[src/rtl/sdram_stream_writer_pkg.sv]
// Shared types, default widths and burst sizing helper for the SDRAM stream writer.
package sdram_writer_pkg;

  localparam int DATA_W_D     = 16;
  localparam int ADDR_W_D     = 32;
  localparam int LEN_W_D      = 24;
  localparam int FIFO_DEPTH_D = 16;
  localparam int BURST_LEN_D  = 8;

  typedef enum logic [1:0] {
    ST_IDLE  = 2'd0,
    ST_FILL  = 2'd1,
    ST_BURST = 2'd2,
    ST_DONE  = 2'd3
  } wr_state_t;

  // Size of the next burst: a full burst, or whatever is left of the transfer.
  function automatic logic [31:0] burst_of(input logic [31:0] remaining,
                                           input logic [31:0] max_len = 32'(BURST_LEN_D));
    if (remaining < max_len) begin
      burst_of = remaining;
    end else begin
      burst_of = max_len;
    end
  endfunction

endpackage

[src/rtl/sdram_stream_writer_fifo.sv]
// First-word-fall-through synchronous FIFO buffering stream samples ahead of each burst.
module sync_fifo #(
  parameter int WIDTH = 16,
  parameter int DEPTH = 16,
  localparam int PTR_W = $clog2(DEPTH),
  localparam int CNT_W = $clog2(DEPTH) + 1
) (
  input  logic             clk,
  input  logic             rst,
  input  logic             i_push,
  input  logic [WIDTH-1:0] i_data,
  input  logic             i_pop,
  output logic [WIDTH-1:0] o_head,
  output logic             o_full,
  output logic             o_empty,
  output logic [CNT_W-1:0] o_count
);

  logic [WIDTH-1:0] r_mem [DEPTH];
  logic [PTR_W-1:0] r_wr_ptr;
  logic [PTR_W-1:0] r_rd_ptr;
  logic [CNT_W-1:0] r_count;
  logic             w_push;
  logic             w_pop;

  assign o_full  = (r_count == CNT_W'(DEPTH));
  assign o_empty = (r_count == '0);
  assign o_count = r_count;
  assign o_head  = r_mem[r_rd_ptr];
  assign w_push  = i_push && !o_full;
  assign w_pop   = i_pop && !o_empty;

  // Storage array; pointers alone define what is valid, so no reset is needed here.
  always_ff @(posedge clk) begin
    if (w_push) begin
      r_mem[r_wr_ptr] <= i_data;
    end
  end

  // Pointers wrap naturally because DEPTH is a power of two.
  always_ff @(posedge clk or posedge rst) begin
    if (rst) begin
      r_wr_ptr <= '0;
      r_rd_ptr <= '0;
      r_count  <= '0;
    end else begin
      if (w_push) begin
        r_wr_ptr <= r_wr_ptr + PTR_W'(1);
      end
      if (w_pop) begin
        r_rd_ptr <= r_rd_ptr + PTR_W'(1);
      end
      case ({w_push, w_pop})
        2'b10:   r_count <= r_count + CNT_W'(1);
        2'b01:   r_count <= r_count - CNT_W'(1);
        default: r_count <= r_count;
      endcase
    end
  end

endmodule

[src/rtl/sdram_stream_writer.sv]
// Avalon-MM burst write master draining a buffered sample stream into SDRAM.
module sdram_stream_writer
  import sdram_writer_pkg::*;
#(
  parameter int DATA_W     = DATA_W_D,
  parameter int ADDR_W     = ADDR_W_D,
  parameter int LEN_W      = LEN_W_D,
  parameter int FIFO_DEPTH = FIFO_DEPTH_D,
  parameter int BURST_LEN  = BURST_LEN_D
) (
  input  logic                       clk_clk,
  input  logic                       reset_reset,
  input  logic                       start,
  input  logic [ADDR_W-1:0]          base_addr,
  input  logic [LEN_W-1:0]           length,
  output logic                       busy,
  output logic                       done,
  input  logic [DATA_W-1:0]          snk_data,
  input  logic                       snk_valid,
  output logic                       snk_ready,
  output logic [ADDR_W-1:0]          avm_address,
  output logic                       avm_write,
  output logic [DATA_W-1:0]          avm_writedata,
  output logic [DATA_W/8-1:0]        avm_byteenable,
  output logic [$clog2(BURST_LEN):0] avm_burstcount,
  input  logic                       avm_waitrequest
);

  localparam int BC_W  = $clog2(BURST_LEN) + 1;
  localparam int CNT_W = $clog2(FIFO_DEPTH) + 1;

  wr_state_t         r_state;
  logic [ADDR_W-1:0] r_base;
  logic [LEN_W-1:0]  r_len;
  logic [LEN_W-1:0]  r_accepted;
  logic [LEN_W-1:0]  r_written;
  logic [ADDR_W-1:0] r_addr;
  logic [BC_W-1:0]   r_bcnt;
  logic [BC_W-1:0]   r_beat;
  logic              r_busy;
  logic              r_done;

  logic              w_push;
  logic              w_pop;
  logic              w_fifo_full;
  logic              w_fifo_empty;
  logic [CNT_W-1:0]  w_fifo_count;
  logic [DATA_W-1:0] w_head;
  logic [LEN_W-1:0]  w_remaining;
  logic [BC_W-1:0]   w_burst;
  logic              w_burst_ready;
  logic              w_last_beat;

  sync_fifo #(
    .WIDTH (DATA_W),
    .DEPTH (FIFO_DEPTH)
  ) u_fifo (
    .clk     (clk_clk),
    .rst     (reset_reset),
    .i_push  (w_push),
    .i_data  (snk_data),
    .i_pop   (w_pop),
    .o_head  (w_head),
    .o_full  (w_fifo_full),
    .o_empty (w_fifo_empty),
    .o_count (w_fifo_count)
  );

  // Intake stops at the programmed length so excess samples stay upstream.
  assign snk_ready     = r_busy && !w_fifo_full && (r_accepted < r_len);
  assign w_push        = snk_valid && snk_ready;
  assign w_pop         = (r_state == ST_BURST) && !avm_waitrequest && !w_fifo_empty;
  assign w_remaining   = r_len - r_written;
  assign w_burst       = BC_W'(burst_of(32'(w_remaining), 32'(BURST_LEN)));
  assign w_burst_ready = (32'(w_fifo_count) >= 32'(w_burst));
  assign w_last_beat   = (r_beat == (r_bcnt - BC_W'(1)));

  assign busy           = r_busy;
  assign done           = r_done;
  assign avm_write      = (r_state == ST_BURST);
  assign avm_address    = r_addr;
  assign avm_burstcount = r_bcnt;
  assign avm_writedata  = w_head;
  assign avm_byteenable = '1;

  // Transfer control FSM with intake and write counters.
  always_ff @(posedge clk_clk or posedge reset_reset) begin
    if (reset_reset) begin
      r_state    <= ST_IDLE;
      r_base     <= '0;
      r_len      <= '0;
      r_accepted <= '0;
      r_written  <= '0;
      r_addr     <= '0;
      r_bcnt     <= '0;
      r_beat     <= '0;
      r_busy     <= 1'b0;
      r_done     <= 1'b0;
    end else begin
      if (w_push) begin
        r_accepted <= r_accepted + LEN_W'(1);
      end
      case (r_state)
        ST_IDLE: begin
          if (start) begin
            if (length != '0) begin
              r_base     <= base_addr & ~ADDR_W'(1);
              r_len      <= length;
              r_accepted <= '0;
              r_written  <= '0;
              r_busy     <= 1'b1;
              r_done     <= 1'b0;
              r_state    <= ST_FILL;
            end else begin
              r_done <= 1'b1;
            end
          end
        end
        ST_FILL: begin
          // Address and size are frozen here so they stay stable for the whole burst.
          if (w_burst_ready) begin
            r_addr  <= r_base + (ADDR_W'(r_written) << 1);
            r_bcnt  <= w_burst;
            r_beat  <= '0;
            r_state <= ST_BURST;
          end
        end
        ST_BURST: begin
          if (!avm_waitrequest) begin
            r_written <= r_written + LEN_W'(1);
            r_beat    <= r_beat + BC_W'(1);
            if (w_last_beat) begin
              if ((r_written + LEN_W'(1)) < r_len) begin
                r_state <= ST_FILL;
              end else begin
                r_state <= ST_DONE;
              end
            end
          end
        end
        ST_DONE: begin
          r_busy  <= 1'b0;
          r_done  <= 1'b1;
          r_state <= ST_IDLE;
        end
        default: begin
          r_state <= ST_IDLE;
        end
      endcase
    end
  end

endmodule
[config.mk]
export PLATFORM = sky130hd
export DESIGN_NAME = sdram_stream_writer
export DESIGN_NICKNAME = d
export VERILOG_FILES = /design/src/rtl/sdram_stream_writer_pkg.sv /design/src/rtl/sdram_stream_writer_fifo.sv /design/src/rtl/sdram_stream_writer.sv
export SDC_FILE = /design/constraint.sdc
export NUM_CORES = 1
export LEC_CHECK = 0
export BUFFER_PORTS_ARGS = -buffer_cell sky130_fd_sc_hd__buf_2
export CAP_MARGIN = 20
export CELL_PAD_IN_SITES_DETAIL_PLACEMENT = 0
export CELL_PAD_IN_SITES_GLOBAL_PLACEMENT = 1
export CORE_MARGIN = 4
export CORE_UTILIZATION = 54
export CTS_CLUSTER_DIAMETER = 100
export DETAILED_ROUTE_END_ITERATION = 16
export PLACE_DENSITY = 0.88
export REMOVE_ABC_BUFFERS = 1
export SLEW_MARGIN = 40
export SYNTH_ARGS = -nofsm -noshare
export SYNTH_HDL_FRONTEND = slang
export SYNTH_SLANG_ARGS = --single-unit
[constraint.sdc]
create_clock -name clk_clk -period 7.2 [get_ports clk_clk]
set_input_delay 0 -clock clk_clk [delete_from_list [all_inputs] [get_ports clk_clk]]
set_output_delay 0 -clock clk_clk [all_outputs]
set_load 0.05 [all_outputs]
==> impl_metrics.json, run 1 <==
{
  "totalNegativeSetupSlack_ns": 0,
  "crit_fanout": 67,
  "p_comb_share_pct": 42.1,
  "die_w_um": 203,
  "final_cells": 2404,
  "core_um2": 37700,
  "final-setup-viol-count": 0,
  "clock-root-buffer": "clkbuf_16",
  "die_height_um": 203,
  "cp-endpoint": "avm_address[26]",
  "postCtsHoldBufs": 75,
  "ctsResizeCount": 0,
  "seq_power_share_pct": 35.2,
  "postCtsSetupRepairBufs": 0,
  "slowest_delay_ns": 0.69,
  "worst_pin_slew_ns": 0.698,
  "port_buffers": 130,
  "finalNetCount": 2050,
  "layout_commonest_cell": "edfxtp_1",
  "cts_tree": "done",
  "syn-instance-count": 1655,
  "reg2regPathDepth": 20,
  "layout_min_cycle_time_ns": 5.10,
  "grt_pass1_vias": 14190,
  "via_per_inst": 5.93,
  "hp-class": "in2async",
  "die_area_um2": 41300,
  "routedWlPerCell_um": 21.6,
  "p_total_w": 0.00951,
  "syn2layout_area_growth_pct": 16.7,
  "firstDrtPassIters": 5,
  "ys.flop_type": "edfxtp_1",
  "maxSlewViolCount": 0,
  "cap_viol_max_count": 0,
  "drc": 0,
  "num_io_pins": 135,
  "cts.htree.levels": 2,
  "crit_type": "reg2reg",
  "num_vias": 14252,
  "place.gp.congestion": 0.872,
  "drive_gt1_share_pct": 17.6,
  "antenna_left": 0,
  "place_hpwl_mm": 33.3,
  "layout_common_cells": "256 x edfxtp_1, 236 x nand2_1, 156 x dfrtp_1, 130 x buf_2, 111 x ha_1",
  "final.period_utilization_pct": 70.9,
  "syn_area_um2": 20600,
  "cpMaxStageDelayCell": "or4b_2",
  "clock_latency_ns": 0.59,
  "r2r_end": "avm_address[26]",
  "rr_startpoint": "r_written[0]",
  "cp_cell_sequence": "ha_1 > fa_1 > nand2b_1 > a21oi_1 > o22a_1 > o21ai_0 > o211ai_1 > mux2i_1 > nor3_1 > nand4_2 > or2_1 > ha_1 > a21oi_1 > nor2b_1 > o21ai_0 > nand2_1 > nand3_2 > buf_4 > or4b_2 > nand3_1",
  "p_leak_nw": 9.53,
  "clk_path_buf_depth": 3,
  "routed_wl_mm": 52.0,
  "synth-seq-cells": 415,
  "cp-start-kind": "register",
  "layout_setup_ws_ns": 2.10,
  "maxSlewHeadroom_pct": 53.0,
  "cp.required_ns": 7.71,
  "grt_pass1_wl_mm": 81.9,
  "peakVddDrop_uv": 259,
  "finalHoldViolCount": 0,
  "startpoint": "r_written[0]",
  "synth_cell_type_count": 72,
  "initial_core_util_pct": 54.7,
  "ys_seq_area_share_pct": 56.7,
  "dpl.cell_count": 2248,
  "dr.first_iter.drc_count": 1237,
  "antenna_found_initial": 1,
  "p_switching_w": 0.00383,
  "fmax_mhz": 196,
  "antennaDiodeCount": 0,
  "clock-sinks": 415,
  "syn_area_per_cell_um2": 12.4,
  "grt_max_degree": 110,
  "status": "finished clean",
  "gr-total-overflow": 0,
  "power_density_nw_per_um2": 396,
  "yosys_warnings": 0,
  "grt_usage_pct": 25.4,
  "synth_edf_count": 256,
  "fillers": 2871,
  "switching_share_pct": 40.2,
  "internal_power_w": 0.00569,
  "pre_cts_ws_ns": 2.15,
  "cp.arrival_ns": 5.61,
  "rsz0062_at_grt": "false",
  "finClkSkew_ns": 0.0218,
  "placement_rows": 71,
  "cts_buffers": 44,
  "async_flop_share_pct": 38.3,
  "pwr-share-clk_pct": 22.7,
  "clk_pin_slew_ns": 0.06,
  "rrSetupSlack_ns": 2.10,
  "endpoint_kind": "register"
}
## power groups by stage
stage | combinational, W | sequential [W] | clock [W]
floorplan | 0.00261 | 0.00366 | 0
global placement | 0.00382 | 0.00335 | 0
detailed placement | 0.00392 | 0.00338 | 0
CTS | 0.00399 | 0.00334 | 0.00219
global route | 0.00436 | 0.00339 | 0.00230
finish | 0.00400 | 0.00335 | 0.00216
## worst min-delay path by stage
stage          slack [ns]    startpoint                 end  depth (start not counted)
6_report             0.08   reset_reset           r_beat[3]                          3
5_1_grt              0.14   reset_reset           r_beat[3]                          3
4_1_cts              0.11   reset_reset     avm_address[29]                          3
3_5_place_dp         0.18   reset_reset     avm_address[29]                          2
3_3_place_gp         0.19  base_addr[8]           r_base[8]                          3
2_1_floorplan         0.1   snk_data[0]  u_fifo.r_mem[0][0]                          0
## stage by stage
stage                     hold slack, ns  instance area [µm²]  util (%)
after floorplan                   0.0989                20300         -
after global placement             0.188                21800      57.9
after detailed placement           0.179                21900      58.0
after CTS                          0.110                24000      63.7
after global routing               0.135                24000      63.8
final                             0.0755                24000      63.8
## synthesized netlist by cell type (15+ instances only)
| cell | instances | area share (%) |
|---|---|---|
| a21o_1 | 20 | 0.73 |
| a21oi_1 | 66 | 1.6 |
| clkbuf_1 | 52 | 0.95 |
| dfrtp_1 | 159 | 19 |
| edfxtp_1 | 256 | 37 |
| ha_1 | 111 | 6.7 |
| inv_1 | 83 | 1.5 |
| mux4_2 | 80 | 8.8 |
| nand2_1 | 236 | 4.3 |
| nand2b_1 | 17 | 0.52 |
| nand3_1 | 40 | 0.97 |
| nand4_1 | 25 | 0.76 |
| nor2_1 | 63 | 1.1 |
| nor3_1 | 27 | 0.66 |
| nor4_1 | 16 | 0.49 |
| o21a_1 | 15 | 0.55 |
| o21ai_0 | 102 | 2.5 |
| o31ai_1 | 28 | 1.0 |
| xnor2_1 | 61 | 2.6 |
| xor2_1 | 29 | 1.2 |
## layer usage
layer	up-vias	track usage (%)	routed length, µm	share of wire, %
met5	-	0	0	0
met4	0	5.49	902	1.7
met1	7083	37.2	22400	43
met3	73	5.26	3880	7.5
li1	6563	-	-	-
met2	533	40.1	24800	48
## layout make-up
class	instances	area, µm²	area share [%]
repair buffers	228	1610	6.70
multi-input cells	1087	8400	35.0
well taps	511	639	2.66
flip-flops and latches	415	11700	48.6
clock buffers	60	1240	5.17
inverters	83	319	1.33
clock inverters	20	130	0.542
## logic make-up after synthesis
logic type,after synthesis,share of synthesized area (%)
AND/OR/NAND/NOR,488,11.1
flip-flops,415,56.7
AO/OA/AOI/OAI,302,9.17
multiplexers,90,9.26
buffers and inverters,154,2.92
adder cells (fa/ha/maj),114,7.04
XOR/XNOR,90,3.83
other,2,0.0365
## sequential cells by signal, summed over array words and instances (netlist names), 5 cells and up
name	cells
avm_address	31
r_accepted	24
r_base	31
r_len	24
r_written	24
u_fifo.o_count	5
u_fifo.r_mem	256
## worst max-delay path: cells and delay by family, from the launching register on
family          cells  cell delay, ns
buf+inv             1            0.31
compound gates      6            1.13
simple gates        9            2.05
flops               1            0.49
mux                 1            0.11
fa+ha+maj           3            0.93
(Power assumes the default switching activity.)
==> run 2: changes to the inputs <==
CORE_UTILIZATION = 50   (was 54)
PLACE_DENSITY = 0.82   (was 0.88)
clock period = 4.7 ns   (was 7.2 ns; I/O delays follow)
==> impl_metrics.json, run 2 (synthesized netlist as in run 1, its figures left out) <==
{
  "status": "finished clean",
  "placement_rows": 74,
  "die_area_um2": 44500,
  "finish.utilization_pct": 60.0,
  "cp.arrival_ns": 4.98,
  "crit_type": "reg2reg",
  "clock-root-buffer": "clkbuf_16",
  "clock-sinks": 415,
  "layout_min_cycle_time_ns": 4.50,
  "finClkSkew_ns": 0.0399,
  "grt_usage_pct": 23.4,
  "p_leak_nw": 9.77,
  "layout_commonest_cell": "edfxtp_1",
  "cap_viol_max_count": 0,
  "clk_pin_slew_ns": 0.06,
  "grtUsageMet3_pct": 4.86,
  "crit_fanout": 6,
  "num_vias": 14295,
  "fmax_mhz": 222,
  "layout_common_cells": "256 x edfxtp_1, 236 x nand2_1, 154 x dfrtp_1, 130 x buf_2, 108 x ha_1",
  "final_cells": 2458,
  "cts.htree.levels": 2,
  "initial_core_util_pct": 50.5,
  "grt_pass1_vias": 14283,
  "cts_buffers": 45,
  "r2r_end": "avm_address[26]",
  "maxSlewHeadroom_pct": 53.5,
  "die_w_um": 211,
  "syn2layout_area_growth_pct": 18.8,
  "place_hpwl_mm": 34.2,
  "grt_pass1_wl_mm": 81.8,
  "drc": 0,
  "peakVddDrop_uv": 333,
  "reg2regPathDepth": 19,
  "finalHoldViolCount": 0,
  "place.gp.congestion": 0.917,
  "fillers": 3207,
  "rrSetupSlack_ns": 0.20,
  "antenna_found_initial": 1,
  "clk_path_buf_depth": 3,
  "cts_tree": "done",
  "grt_util_met2_pct": 36.1,
  "routed_wl_mm": 52.5,
  "rr_startpoint": "r_written[14]",
  "grt.busiest_layer": "met2",
  "gr-total-overflow": 0,
  "routedWlPerCell_um": 21.4,
  "final.period_utilization_pct": 95.7,
  "via_per_inst": 5.82,
  "final-setup-viol-count": 0,
  "hp-class": "in2async",
  "grt_max_degree": 89,
  "use_met1_pct": 34.9,
  "worst_pin_slew_ns": 0.690,
  "maxSlewViolCount": 0,
  "core_um2": 40700,
  "finalNetCount": 2081,
  "startpoint": "r_written[14]",
  "antenna_left": 0,
  "drive_gt1_share_pct": 19.6,
  "largest_reg_flops": 256,
  "top_register": "u_fifo.r_mem",
  "num_io_pins": 135,
  "die_height_um": 211,
  "cp-endpoint": "avm_address[26]",
  "cp.required_ns": 5.19,
  "totalNegativeSetupSlack_ns": 0,
  "firstDrtPassIters": 5,
  "power_density_nw_per_um2": 614,
  "clock_latency_ns": 0.59,
  "cp-start-kind": "register",
  "dpl.cell_count": 2296,
  "endpoint_kind": "register",
  "hold_slack_ns": 0.0899,
  "port_buffers": 130,
  "dr.first_iter.drc_count": 1200
}
[run 2: cell types whose count changed in the layout (fill, tap and decap cells not counted), moves of 4 or more]
cell / before / now
and3_2: 4 / 0
a21oi_2: 0 / 4
a21oi_1: 66 / 62
buf_4: 18 / 48
[run 2: layout make-up]
type	instances	area, µm²	share of cell area (%)
Antenna cell	1	2.50	0.0102
Timing Repair Buffer	258	1860	7.60
Sequential cell	415	11700	47.7
Multi-Input combinational cell	1087	8450	34.5
Inverter	83	319	1.30
Clock inverter	22	230	0.941
Clock buffer	60	1260	5.17
Tap cell	532	666	2.72
[run 2: report_power, final]
group	internal [W]	switching [W]	total, W
logic	0.00242	0.00396	0.00638
clock network	0.00207	0.00146	0.00353
registers	0.00457	0.000543	0.00511
total	0.00906	0.00596	0.0150
[run 2: metal layers]
| metal | routed length, µm | vias to the layer above |
|---|---|---|
| met2 | 24200 | 494 |
| met1 | 23800 | 7108 |
| met5 | 0 | - |
| li1 | - | 6626 |
| met4 | 854 | 0 |
| met3 | 3650 | 67 |
[run 2: how the worst min path moves through the flow]
| stage | to | depth (start not counted) |
|---|---|---|
| 6_report | r_base[31] | 3 |
| 3_5_place_dp | r_base[11] | 3 |
| 5_1_grt | avm_address[31] | 3 |
| 4_1_cts | r_base[7] | 4 |
| 3_3_place_gp | r_base[8] | 3 |
| 2_1_floorplan | u_fifo.r_mem[0][0] | 0 |
[run 2: timing repair]
action,CTS,global route
hold buffers,75,0
setup buffers,0,3
resized for setup,0,19
setup endpoints to repair,0,40
hold endpoints to repair,411,0
[run 2: stage by stage]
step	total power (W)	setup slack [ns]	cell area, µm²
final	0.0150	0.204	24500
after CTS	0.0150	0.0113	24300
after floorplan	0.00961	-1.96	20300
after global placement	0.0112	0.168	22000
after global routing	0.0159	-0.00989	24500
after detailed placement	0.0113	0.0696	22100
[run 2: worst max-delay path, stage by stage (launching register included)]
cell       delay [ns]
dfrtp_1          0.41
inv_2            0.08
ha_2             0.41
or3b_2           0.14
o2111ai_1        0.14
a2111oi_2        0.31
o2111ai_1        0.18
nor4_2           0.32
o2111ai_1        0.18
nor3_2           0.16
nand4_2          0.21
or2_1            0.27
ha_1             0.28
a21oi_1          0.06
nor2b_1          0.10
o21ai_0          0.08
nand2_1          0.16
nand3_4          0.15
or4b_2           0.66
nand3_1          0.10
